### src/rtl/ps2_key_sequencer.sv
// PS/2 keyboard receiver: synchronizes the pad, deframes 11-bit frames, tracks
// E0/F0 prefixes and shift state, and queues decoded key events in a small FIFO.
module ps2_key_sequencer #(
  parameter int unsigned FIFO_DEPTH  = 4,
  parameter int unsigned TIMEOUT_CYC = 100000
) (
  input  logic                          CLOCK_50,
  input  logic                          Resetn,
  input  logic                          ps2_clk,
  input  logic                          ps2_dat,
  output logic                          evt_valid,
  input  logic                          evt_ready,
  output logic [7:0]                    evt_code,
  output logic                          evt_break,
  output logic                          evt_ext,
  output logic                          evt_shift,
  output logic [$clog2(FIFO_DEPTH):0]   fifo_count,
  output logic                          frame_err,
  output logic                          overflow
);

  localparam int unsigned AW = $clog2(FIFO_DEPTH);
  localparam int unsigned CW = AW + 1;
  localparam int unsigned TW = $clog2(TIMEOUT_CYC + 1);
  localparam int unsigned EW = 11;
  localparam logic [TW-1:0] TMO_LAST = TW'(TIMEOUT_CYC - 1);
  localparam logic [CW-1:0] CNT_FULL = CW'(FIFO_DEPTH);

  typedef enum logic [1:0] {
    S_IDLE,
    S_DATA,
    S_PARITY,
    S_STOP
  } rx_state_e;

  // ---------------------------------------------------------------------------
  // Pad synchronizers; reset high so a reset never looks like a falling edge.
  // ---------------------------------------------------------------------------
  logic clk_s1_q, clk_s1_d;
  logic clk_s2_q, clk_s2_d;
  logic clk_prev_q, clk_prev_d;
  logic dat_s1_q, dat_s1_d;
  logic dat_s2_q, dat_s2_d;
  logic fall;

  always_comb begin
    clk_s1_d   = ps2_clk;
    clk_s2_d   = clk_s1_q;
    clk_prev_d = clk_s2_q;
    dat_s1_d   = ps2_dat;
    dat_s2_d   = dat_s1_q;
    fall       = clk_prev_q & ~clk_s2_q;
  end

  always_ff @(posedge CLOCK_50) begin
    if (!Resetn) begin
      clk_s1_q   <= 1'b1;
      clk_s2_q   <= 1'b1;
      clk_prev_q <= 1'b1;
      dat_s1_q   <= 1'b1;
      dat_s2_q   <= 1'b1;
    end else begin
      clk_s1_q   <= clk_s1_d;
      clk_s2_q   <= clk_s2_d;
      clk_prev_q <= clk_prev_d;
      dat_s1_q   <= dat_s1_d;
      dat_s2_q   <= dat_s2_d;
    end
  end

  // ---------------------------------------------------------------------------
  // Frame receiver
  // ---------------------------------------------------------------------------
  rx_state_e      state_q;
  logic [2:0]     bit_cnt_q;
  logic [TW-1:0]  tmo_q;
  logic [7:0]     shreg_q;
  logic           par_q;
  logic [7:0]     byte_q;
  logic           byte_valid_q;
  logic           frame_err_q;

  always_ff @(posedge CLOCK_50) begin
    if (!Resetn) begin
      state_q      <= S_IDLE;
      bit_cnt_q    <= '0;
      tmo_q        <= '0;
      shreg_q      <= '0;
      par_q        <= 1'b0;
      byte_q       <= '0;
      byte_valid_q <= 1'b0;
      frame_err_q  <= 1'b0;
    end else begin
      byte_valid_q <= 1'b0;
      frame_err_q  <= 1'b0;
      if (state_q == S_IDLE) begin
        tmo_q     <= '0;
        bit_cnt_q <= '0;
        if (fall && !dat_s2_q) begin
          state_q <= S_DATA;
        end
      end else if (fall) begin
        tmo_q <= '0;
        case (state_q)
          S_DATA: begin
            shreg_q   <= {dat_s2_q, shreg_q[7:1]};
            bit_cnt_q <= bit_cnt_q + 1'b1;
            if (bit_cnt_q == 3'd7) begin
              state_q <= S_PARITY;
            end
          end
          S_PARITY: begin
            par_q   <= dat_s2_q;
            state_q <= S_STOP;
          end
          S_STOP: begin
            // Accept only a high stop bit with odd parity over data+parity.
            if (dat_s2_q && (^{shreg_q, par_q})) begin
              byte_q       <= shreg_q;
              byte_valid_q <= 1'b1;
            end else begin
              frame_err_q <= 1'b1;
            end
            state_q <= S_IDLE;
          end
          default: state_q <= S_IDLE;
        endcase
      end else if (tmo_q == TMO_LAST) begin
        frame_err_q <= 1'b1;
        tmo_q       <= '0;
        state_q     <= S_IDLE;
      end else begin
        tmo_q <= tmo_q + 1'b1;
      end
    end
  end

  // ---------------------------------------------------------------------------
  // Prefix / shift decoder
  // ---------------------------------------------------------------------------
  logic          ext_pend_q, ext_pend_d;
  logic          brk_pend_q, brk_pend_d;
  logic          shift_q, shift_d;
  logic          push;
  logic [EW-1:0] push_evt;

  always_comb begin
    ext_pend_d = ext_pend_q;
    brk_pend_d = brk_pend_q;
    shift_d    = shift_q;
    push       = 1'b0;
    push_evt   = '0;
    if (byte_valid_q) begin
      if (byte_q == 8'hE0) begin
        ext_pend_d = 1'b1;
      end else if (byte_q == 8'hF0) begin
        brk_pend_d = 1'b1;
      end else begin
        if (!ext_pend_q && (byte_q == 8'h12 || byte_q == 8'h59)) begin
          shift_d = ~brk_pend_q;
        end
        push       = 1'b1;
        push_evt   = {shift_d, ext_pend_q, brk_pend_q, byte_q};
        ext_pend_d = 1'b0;
        brk_pend_d = 1'b0;
      end
    end
  end

  always_ff @(posedge CLOCK_50) begin
    if (!Resetn) begin
      ext_pend_q <= 1'b0;
      brk_pend_q <= 1'b0;
      shift_q    <= 1'b0;
    end else begin
      ext_pend_q <= ext_pend_d;
      brk_pend_q <= brk_pend_d;
      shift_q    <= shift_d;
    end
  end

  // ---------------------------------------------------------------------------
  // Event FIFO
  // ---------------------------------------------------------------------------
  logic [EW-1:0] mem_q [FIFO_DEPTH];
  logic [EW-1:0] mem_d [FIFO_DEPTH];
  logic [AW-1:0] wr_q, wr_d;
  logic [AW-1:0] rd_q, rd_d;
  logic [CW-1:0] count_q, count_d;
  logic          ovf_q, ovf_d;
  logic          pop;
  logic          full;
  logic          push_ok;
  logic [EW-1:0] head;

  always_comb begin
    pop     = evt_valid & evt_ready;
    full    = (count_q == CNT_FULL);
    // A pop in the same cycle frees the slot, so a full FIFO still accepts.
    push_ok = push & (~full | pop);
    mem_d   = mem_q;
    wr_d    = wr_q;
    rd_d    = rd_q;
    count_d = count_q;
    ovf_d   = ovf_q | (push & ~push_ok);
    if (push_ok) begin
      mem_d[wr_q] = push_evt;
      wr_d        = wr_q + 1'b1;
    end
    if (pop) begin
      rd_d = rd_q + 1'b1;
    end
    if (push_ok && !pop) begin
      count_d = count_q + 1'b1;
    end else if (!push_ok && pop) begin
      count_d = count_q - 1'b1;
    end
  end

  always_ff @(posedge CLOCK_50) begin
    if (!Resetn) begin
      wr_q    <= '0;
      rd_q    <= '0;
      count_q <= '0;
      ovf_q   <= 1'b0;
    end else begin
      wr_q    <= wr_d;
      rd_q    <= rd_d;
      count_q <= count_d;
      ovf_q   <= ovf_d;
    end
  end

  always_ff @(posedge CLOCK_50) begin
    mem_q <= mem_d;
  end

  always_comb begin
    evt_valid  = (count_q != '0);
    head       = evt_valid ? mem_q[rd_q] : '0;
    evt_code   = head[7:0];
    evt_break  = head[8];
    evt_ext    = head[9];
    evt_shift  = head[10];
    fifo_count = count_q;
    frame_err  = frame_err_q;
    overflow   = ovf_q;
  end

endmodule

### config.mk
export PLATFORM = sky130hd
export DESIGN_NAME = ps2_key_sequencer
export DESIGN_NICKNAME = d
export VERILOG_FILES = /design/src/rtl/ps2_key_sequencer.sv
export SDC_FILE = /design/constraint.sdc
export NUM_CORES = 1
export LEC_CHECK = 0
export ABC_AREA = 1
export BUFFER_PORTS_ARGS = -buffer_cell sky130_fd_sc_hd__buf_2
export CORE_AREA = 2 2 92 94
export CTS_CLUSTER_SIZE = 25
export DETAILED_ROUTE_END_ITERATION = 10
export DIE_AREA = 0 0 94 96
export HOLD_SLACK_MARGIN = 0.08
export PLACE_DENSITY = 0.85
export SLEW_MARGIN = 10
export SYNTH_ARGS = -nofsm -noshare
export SYNTH_HDL_FRONTEND = slang
export SYNTH_SLANG_ARGS = --single-unit
### constraint.sdc
create_clock -name CLOCK_50 -period 5.65 [get_ports CLOCK_50]
set_input_delay 0.8475 -clock CLOCK_50 [delete_from_list [all_inputs] [get_ports CLOCK_50]]
set_output_delay 0.8475 -clock CLOCK_50 [all_outputs]
set_load 0.02 [all_outputs]
==> impl_metrics.ini, run 1 <==
[status]
outcome = finished clean

[timing]
timing.final.ws_setup_ps = 2570
max_freq_ghz = 0.325
setup_viol = 0
slew_headroom_pct = 24.6
final.min_clock_period_ps = 3080
grt_setup_unrepaired = false
finalMaxSlewViolations = 0
transition_time_of_the_tightest_slew_check_pin_ps = 1130
hold_violations = 0
min_period_over_period_pct = 54.5
clock-skew-final_ps = 18.1
setup_tns_ps = 0

[routing]
totalWireLength_um = 9530
post_drt_wl_per_cell_um = 14.0
detail_route.vias_per_cell = 5.36
first_pass_iters = 5
drt-initial-drc-count = 284
final_antenna_net_count = 0
route.vias.total = 3643
drc_errors = 0

[yosys]
synth_seq_cells = 101
ys_async_sr_fraction_pct = 0
synth-edff-count = 44
yosysWarnings = 0
yosys-top-cells-area = sky130_fd_sc_hd__edfxtp_1 28%, sky130_fd_sc_hd__dfxtp_1 24%, sky130_fd_sc_hd__nor2_1 8.2%, sky130_fd_sc_hd__nand2_1 6.6%, sky130_fd_sc_hd__inv_1 5.5%
synth_area_per_cell_um2 = 8.48
syn-cell-area_um2 = 4690
synth_mux_area_share_pct = 0
ys_top_cells_by_count = 102 x sky130_fd_sc_hd__nor2_1, 82 x sky130_fd_sc_hd__nand2_1, 69 x sky130_fd_sc_hd__inv_1
post-synth-top-area-fraction_pct = 28.2
netlist-cell-type-count = 34
synth_most_common_cell = sky130_fd_sc_hd__nor2_1
arithmetic_cell_share_of_the_synthesized_area_counting_full_adders_half_adders_and_majority_gates_pct = 3.90
mappedNetlistNets = 572
seq_total_area_yosys_pct = 52.5
area_share_of_xor_xnor_cells_in_the_synthesized_design_pct = 3.55
main_combinational_cell_family_by_area_after_synthesis = simple AND/OR/NAND/NOR gates
synth_flop_cell = sky130_fd_sc_hd__dfxtp_1
synth_compound_gate_area_share_pct = 8.12
syn-instance-count = 553
post-synth-top-area-cell = sky130_fd_sc_hd__edfxtp_1
synthSimpleGateAreaFrac_pct = 24.6

[worst_setup_path]
crit_path_cell_count = 4
crit_slowest_cell = sky130_fd_sc_hd__dfxtp_1
critical_path.endpoint_type = output port
critical_path.top_delay_family = flip-flops
r2r.worst_path.cells = 11
signal_arrival_time_at_the_worst_endpoint_ps = 2230
critPathKind = flop to output port
crit_path_cell_trace = inv_2 > o21ai_0 > a21oi_1 > buf_2
timing.critical_path.required_ps = 4800
critPathMaxStageDelay_ps = 850
worstPathBufferInverterCount = 2
ff2ff_setup_slack_ps = 3180
start_kind = flop
critical_path.max_fanout = 24

[clock_tree]
cts_max_path_buffers = 2
worstSkewPairLatency_ps = 370
cts_tree = done
clk_pin_slew_ps = 90
htree_levels = 3
number_of_clock_buffers_inserted_by_tritoncts = 9
post-cts-setup-buffer-count = 0
cts.sinks = 101
cts_root_buf = sky130_fd_sc_hd__clkbuf_8
post_cts_resized = 0
hold_buffers = 0

[place]
placement.setup.worst_slack_ps = 3090
place_hpwl_um = 6690
place.gp.congestion = 0.870
port-buffer-count = 21

[min_path]
holdCritPathClass = flop to flop
min_path_cells = 1

[floorplan]
initial_core_util_pct = 58.2
io-pin-count = 22
floorplan.die.height_um = 96
die-area_um2 = 9020
die_x_um = 94
placementRows = 33
coreArea_um2 = 8050

[flow_run]
maxCapViolCount = 0

[grt]
grt_start_max_net_pins = 31
gr-total-overflow = 0
number_of_antenna_violations_at_the_first_check_in_global_routing = 0
first_pass_grt_wire_length_um = 15600
tot_gr_track_use_pct = 22.3
vias_in_the_first_global_route = 3448

[final_layout]
seq_area_um2 = 2460
final.fill_count = 641
antenna_cells = 0
drive_gt1_share_pct = 11.0
multiInputGateArea_um2 = 1880
syn_to_final_growth_pct = 7.85
finish.net_count = 589

[pwr]
powerDensity_nw_per_um2 = 368
leakage_nw = 1.97
finalPower_mw = 1.86
worst_ir_drop_vdd_mv = 0.164
==> final cells by class <==
cell class                      instances  area share [%]
Multi-Input combinational cell        363            37.2
Inverter                               74            5.50
Clock inverter                          6            1.39
Timing Repair Buffer                   21            2.08
Tap cell                              105            2.60
Clock buffer                           10            2.52
Sequential cell                       101            48.7
==> registers in the layout (all words and copies together), names as in the netlist, 2 cells and up <==
name,count
fifo_count,3
wr_q,2
mem_q,44
shreg_q,8
byte_q,8
tmo_q,17
state_q,2
bit_cnt_q,3
rd_q,2
==> per-layer routing <==
| metal | vias up | wire [µm] | global-route usage (%) |
|---|---|---|---|
| met5 | - | 0 | 0 |
| met3 | 23 | 372 | 4.31 |
| met1 | 1696 | 4020 | 26.1 |
| met2 | 106 | 4920 | 40.4 |
| li1 | 1818 | - | - |
| met4 | 0 | 224 | 8.82 |
==> report_power, final <==
part / internal (mW) / switching, mW / leakage, nW / total (mW)
clock network: 0.208 / 0.248 / 0.0895 / 0.456
logic: 0.171 / 0.399 / 1.12 / 0.571
registers: 0.783 / 0.0514 / 0.764 / 0.834
==> metrics by stage <==
stage	cell area, µm²	hold slack (ps)	std cells	util (%)
6_report	5050	420	680	62.8
4_1_cts	5050	423	680	62.8
3_5_place_dp	4860	400	664	60.3
3_3_place_gp	4860	397	664	60.3
5_1_grt	5050	437	680	62.8
2_1_floorplan	4690	393	553	-
==> worst reg2reg max path: cells and delay by family, from the launching register on <==
| family | cells | cell delay, ps |
|---|---|---|
| fa+ha+maj | 2 | 590 |
| simple gates | 5 | 1050 |
| flops | 1 | 360 |
| buf+inv | 2 | 150 |
| compound gates | 2 | 210 |
==> worst paths after layout <==
check                               start            end
worst min register to register   dat_s1_q       dat_s2_q
worst max register to register  byte_q[1]  fifo_count[1]
worst max-delay path              rd_q[0]    evt_code[5]
worst min-delay path             dat_s1_q       dat_s2_q
==> placed cells by master (no fill, tap or decap), drive strengths merged, types with 18 or more instances in the layout <==
master	netlist	layout
edfxtp	44	44
nand4	18	18
o21ai	38	38
buf	5	21
a21oi	35	35
nand2	90	90
nor2	105	105
nand3	21	21
dfxtp	57	57
inv	74	76
==> logic make-up after synthesis <==
kind of cell,Yosys count
compound gates,75
xor+xnor,19
fa+ha+maj,14
buf+inv,89
flops,101
simple gates,255
No activity file was read; power rests on OpenSTA's default activity.
==> run 2, diff against run 1 <==
--- a/config.mk
+++ b/config.mk
@@ -7,12 +7,12 @@
 export LEC_CHECK = 0
 export ABC_AREA = 1
 export BUFFER_PORTS_ARGS = -buffer_cell sky130_fd_sc_hd__buf_2
-export CORE_AREA = 2 2 92 94
+export CORE_AREA = 2 2 96 98
 export CTS_CLUSTER_SIZE = 25
 export DETAILED_ROUTE_END_ITERATION = 10
-export DIE_AREA = 0 0 94 96
+export DIE_AREA = 0 0 98 100
 export HOLD_SLACK_MARGIN = 0.08
-export PLACE_DENSITY = 0.85
+export PLACE_DENSITY = 0.83
 export SLEW_MARGIN = 10
 export SYNTH_ARGS = -nofsm -noshare
 export SYNTH_HDL_FRONTEND = slang
==> constraint.sdc (replaced) <==
create_clock -name CLOCK_50 -period 2.8 [get_ports CLOCK_50]
set_input_delay 0.42 -clock CLOCK_50 [delete_from_list [all_inputs] [get_ports CLOCK_50]]
set_output_delay 0.42 -clock CLOCK_50 [all_outputs]
set_load 0.02 [all_outputs]
==> run 2 against run 1 <==
Hold slack got worse by 190 ps. First-iteration DRC count fell by 37%. Critical endpoint is now evt_code[3]. Largest power group unchanged. Clock skew fell by 1.2 ps. Critical path type unchanged. Non-clock buffer count rose by 6. Global-route usage fell by 4.1 points. Power rose by 99%.
==> impl_metrics.ini, run 2 (same netlist as run 1, synthesis figures left out) <==
[status]
outcome = finished clean

[grt]
grt_start_max_net_pins = 31
number_of_antenna_violations_at_the_first_check_in_global_routing = 0
gr-total-overflow = 0
first_pass_grt_wire_length_um = 14500
vias_in_the_first_global_route = 3301
tot_gr_track_use_pct = 18.3

[timing]
grt_setup_unrepaired = false
clock-skew-final_ps = 16.9
final.min_clock_period_ps = 2440
finalMaxSlewViolations = 0
max_freq_ghz = 0.410
slew_headroom_pct = 65.7
min_period_over_period_pct = 87.1
setup_viol = 0
setup_tns_ps = 0
hold_violations = 0
transition_time_of_the_tightest_slew_check_pin_ps = 514

[clock_tree]
post-cts-setup-buffer-count = 0
worstSkewPairLatency_ps = 380
number_of_clock_buffers_inserted_by_tritoncts = 9
cts_tree = done
cts_max_path_buffers = 2
post_cts_resized = 0
hold_buffers = 0
cts_root_buf = sky130_fd_sc_hd__clkbuf_8
cts.sinks = 101
clk_pin_slew_ps = 100
htree_levels = 3

[place]
place_hpwl_um = 6160
port-buffer-count = 21
dpl.cell_count = 676
place.gp.congestion = 0.835

[routing]
totalWireLength_um = 8660
first_pass_iters = 5
route.vias.total = 3556
final_antenna_net_count = 0
drt-initial-drc-count = 178
post_drt_wl_per_cell_um = 12.5
detail_route.vias_per_cell = 5.14
drc_errors = 0

[worst_setup_path]
worst_r2r_startpoint = byte_q[1]
critPathKind = flop to output port
ff2ff_setup_slack_ps = 530
critical_path.endpoint_type = output port
timing.critical_path.required_ps = 2380
critical_path.max_fanout = 13
start_kind = flop
worstPathBufferInverterCount = 2
critPathMaxStageDelay_ps = 620
critical_path.top_delay_family = flip-flops
signal_arrival_time_at_the_worst_endpoint_ps = 2020
cp-startpoint = rd_q[1]
crit_path_cell_trace = inv_1 > nor2_1 > o21ai_0 > a21oi_1 > buf_2
crit_slowest_cell = sky130_fd_sc_hd__dfxtp_1

[final_layout]
syn_to_final_growth_pct = 8.70
post_layout_nonfiller_instances = 692
post-route-util_pct = 57.3
finish.net_count = 595
number_of_flip_flops_under_the_largest_register_name = 44
reg_with_most_ffs = mem_q
layout_top_registers = mem_q (44), tmo_q (17)
final.fill_count = 756
multiInputGateArea_um2 = 1880
antenna_cells = 0
drive_gt1_share_pct = 11.9
mostFrequentLayoutCell = sky130_fd_sc_hd__nor2_1
seq_area_um2 = 2460
layout.cells.most_common_list = 102 x sky130_fd_sc_hd__nor2_1, 82 x sky130_fd_sc_hd__nand2_1, 69 x sky130_fd_sc_hd__inv_1, 57 x sky130_fd_sc_hd__dfxtp_1, 44 x sky130_fd_sc_hd__edfxtp_1

[flow_run]
maxCapViolCount = 0

[floorplan]
floorplan.die.height_um = 100
die-area_um2 = 9800
initial_core_util_pct = 52.7
coreArea_um2 = 8890
io-pin-count = 22
die_x_um = 98
placementRows = 35

[pwr]
leakage_nw = 2.01
worst_ir_drop_vdd_mv = 0.449
finalPower_mw = 3.71
powerDensity_nw_per_um2 = 728

[min_path]
min-delay-start = ps2_dat
holdCritPathClass = primary input to flop
## run 2: cell count changes in the layout (fill, tap and decap cells not counted), sizes merged
cell	previous run	this run
clkinv	0	4
bufinv	1	0
buf	21	27
clkinvlp	3	0
## run 2: worst paths after layout
path / end / depth (start not counted)
setup / recovery: evt_code[3] / 5
hold / removal: dat_s1_q / 2
setup reg to reg: fifo_count[1] / 11
hold reg to reg: clk_prev_d / 1
## run 2: through the flow
step	hold slack (ps)	setup slack [ps]	instance area (µm²)
floorplan	393	768	4690
global placement	398	655	4910
detailed placement	405	523	4910
CTS	228	349	5090
global route	212	150	5090
finish	232	362	5090
## run 2: layout make-up
class,count,area share (%)
Clock inverter,6,1.13
Multi-Input combinational cell,363,36.9
Clock buffer,10,2.50
Timing Repair Buffer,27,2.95
Tap cell,111,2.73
Sequential cell,101,48.3
Inverter,74,5.45
## run 2: per-layer routing
layer | global-route usage [%] | vias up | part of all wire [%]
li1 | - | 1828 | -
met1 | 22.0 | 1632 | 44
met2 | 32.1 | 74 | 50
met3 | 4.04 | 22 | 3.8
met4 | 7.05 | 0 | 2.0
met5 | 0 | - | 0
## run 2: where the power goes
| group | total (mW) | leakage, nW | internal (mW) | switching (mW) |
|---|---|---|---|---|
| registers | 1.67 | 0.764 | 1.58 | 0.0851 |
| logic | 1.19 | 1.15 | 0.375 | 0.810 |
| clock network | 0.861 | 0.0945 | 0.342 | 0.519 |
| total | 3.71 | 2.01 | 2.30 | 1.41 |
## run 2: worst reg2reg max path, delay by kind of cell (launching register included)
family	cells	cell delay, ps
AND/OR/NAND/NOR	5	870
flip-flops	1	350
AO/OA/AOI/OAI	2	230
adder cells (fa/ha/maj)	2	600
buffers and inverters	2	160
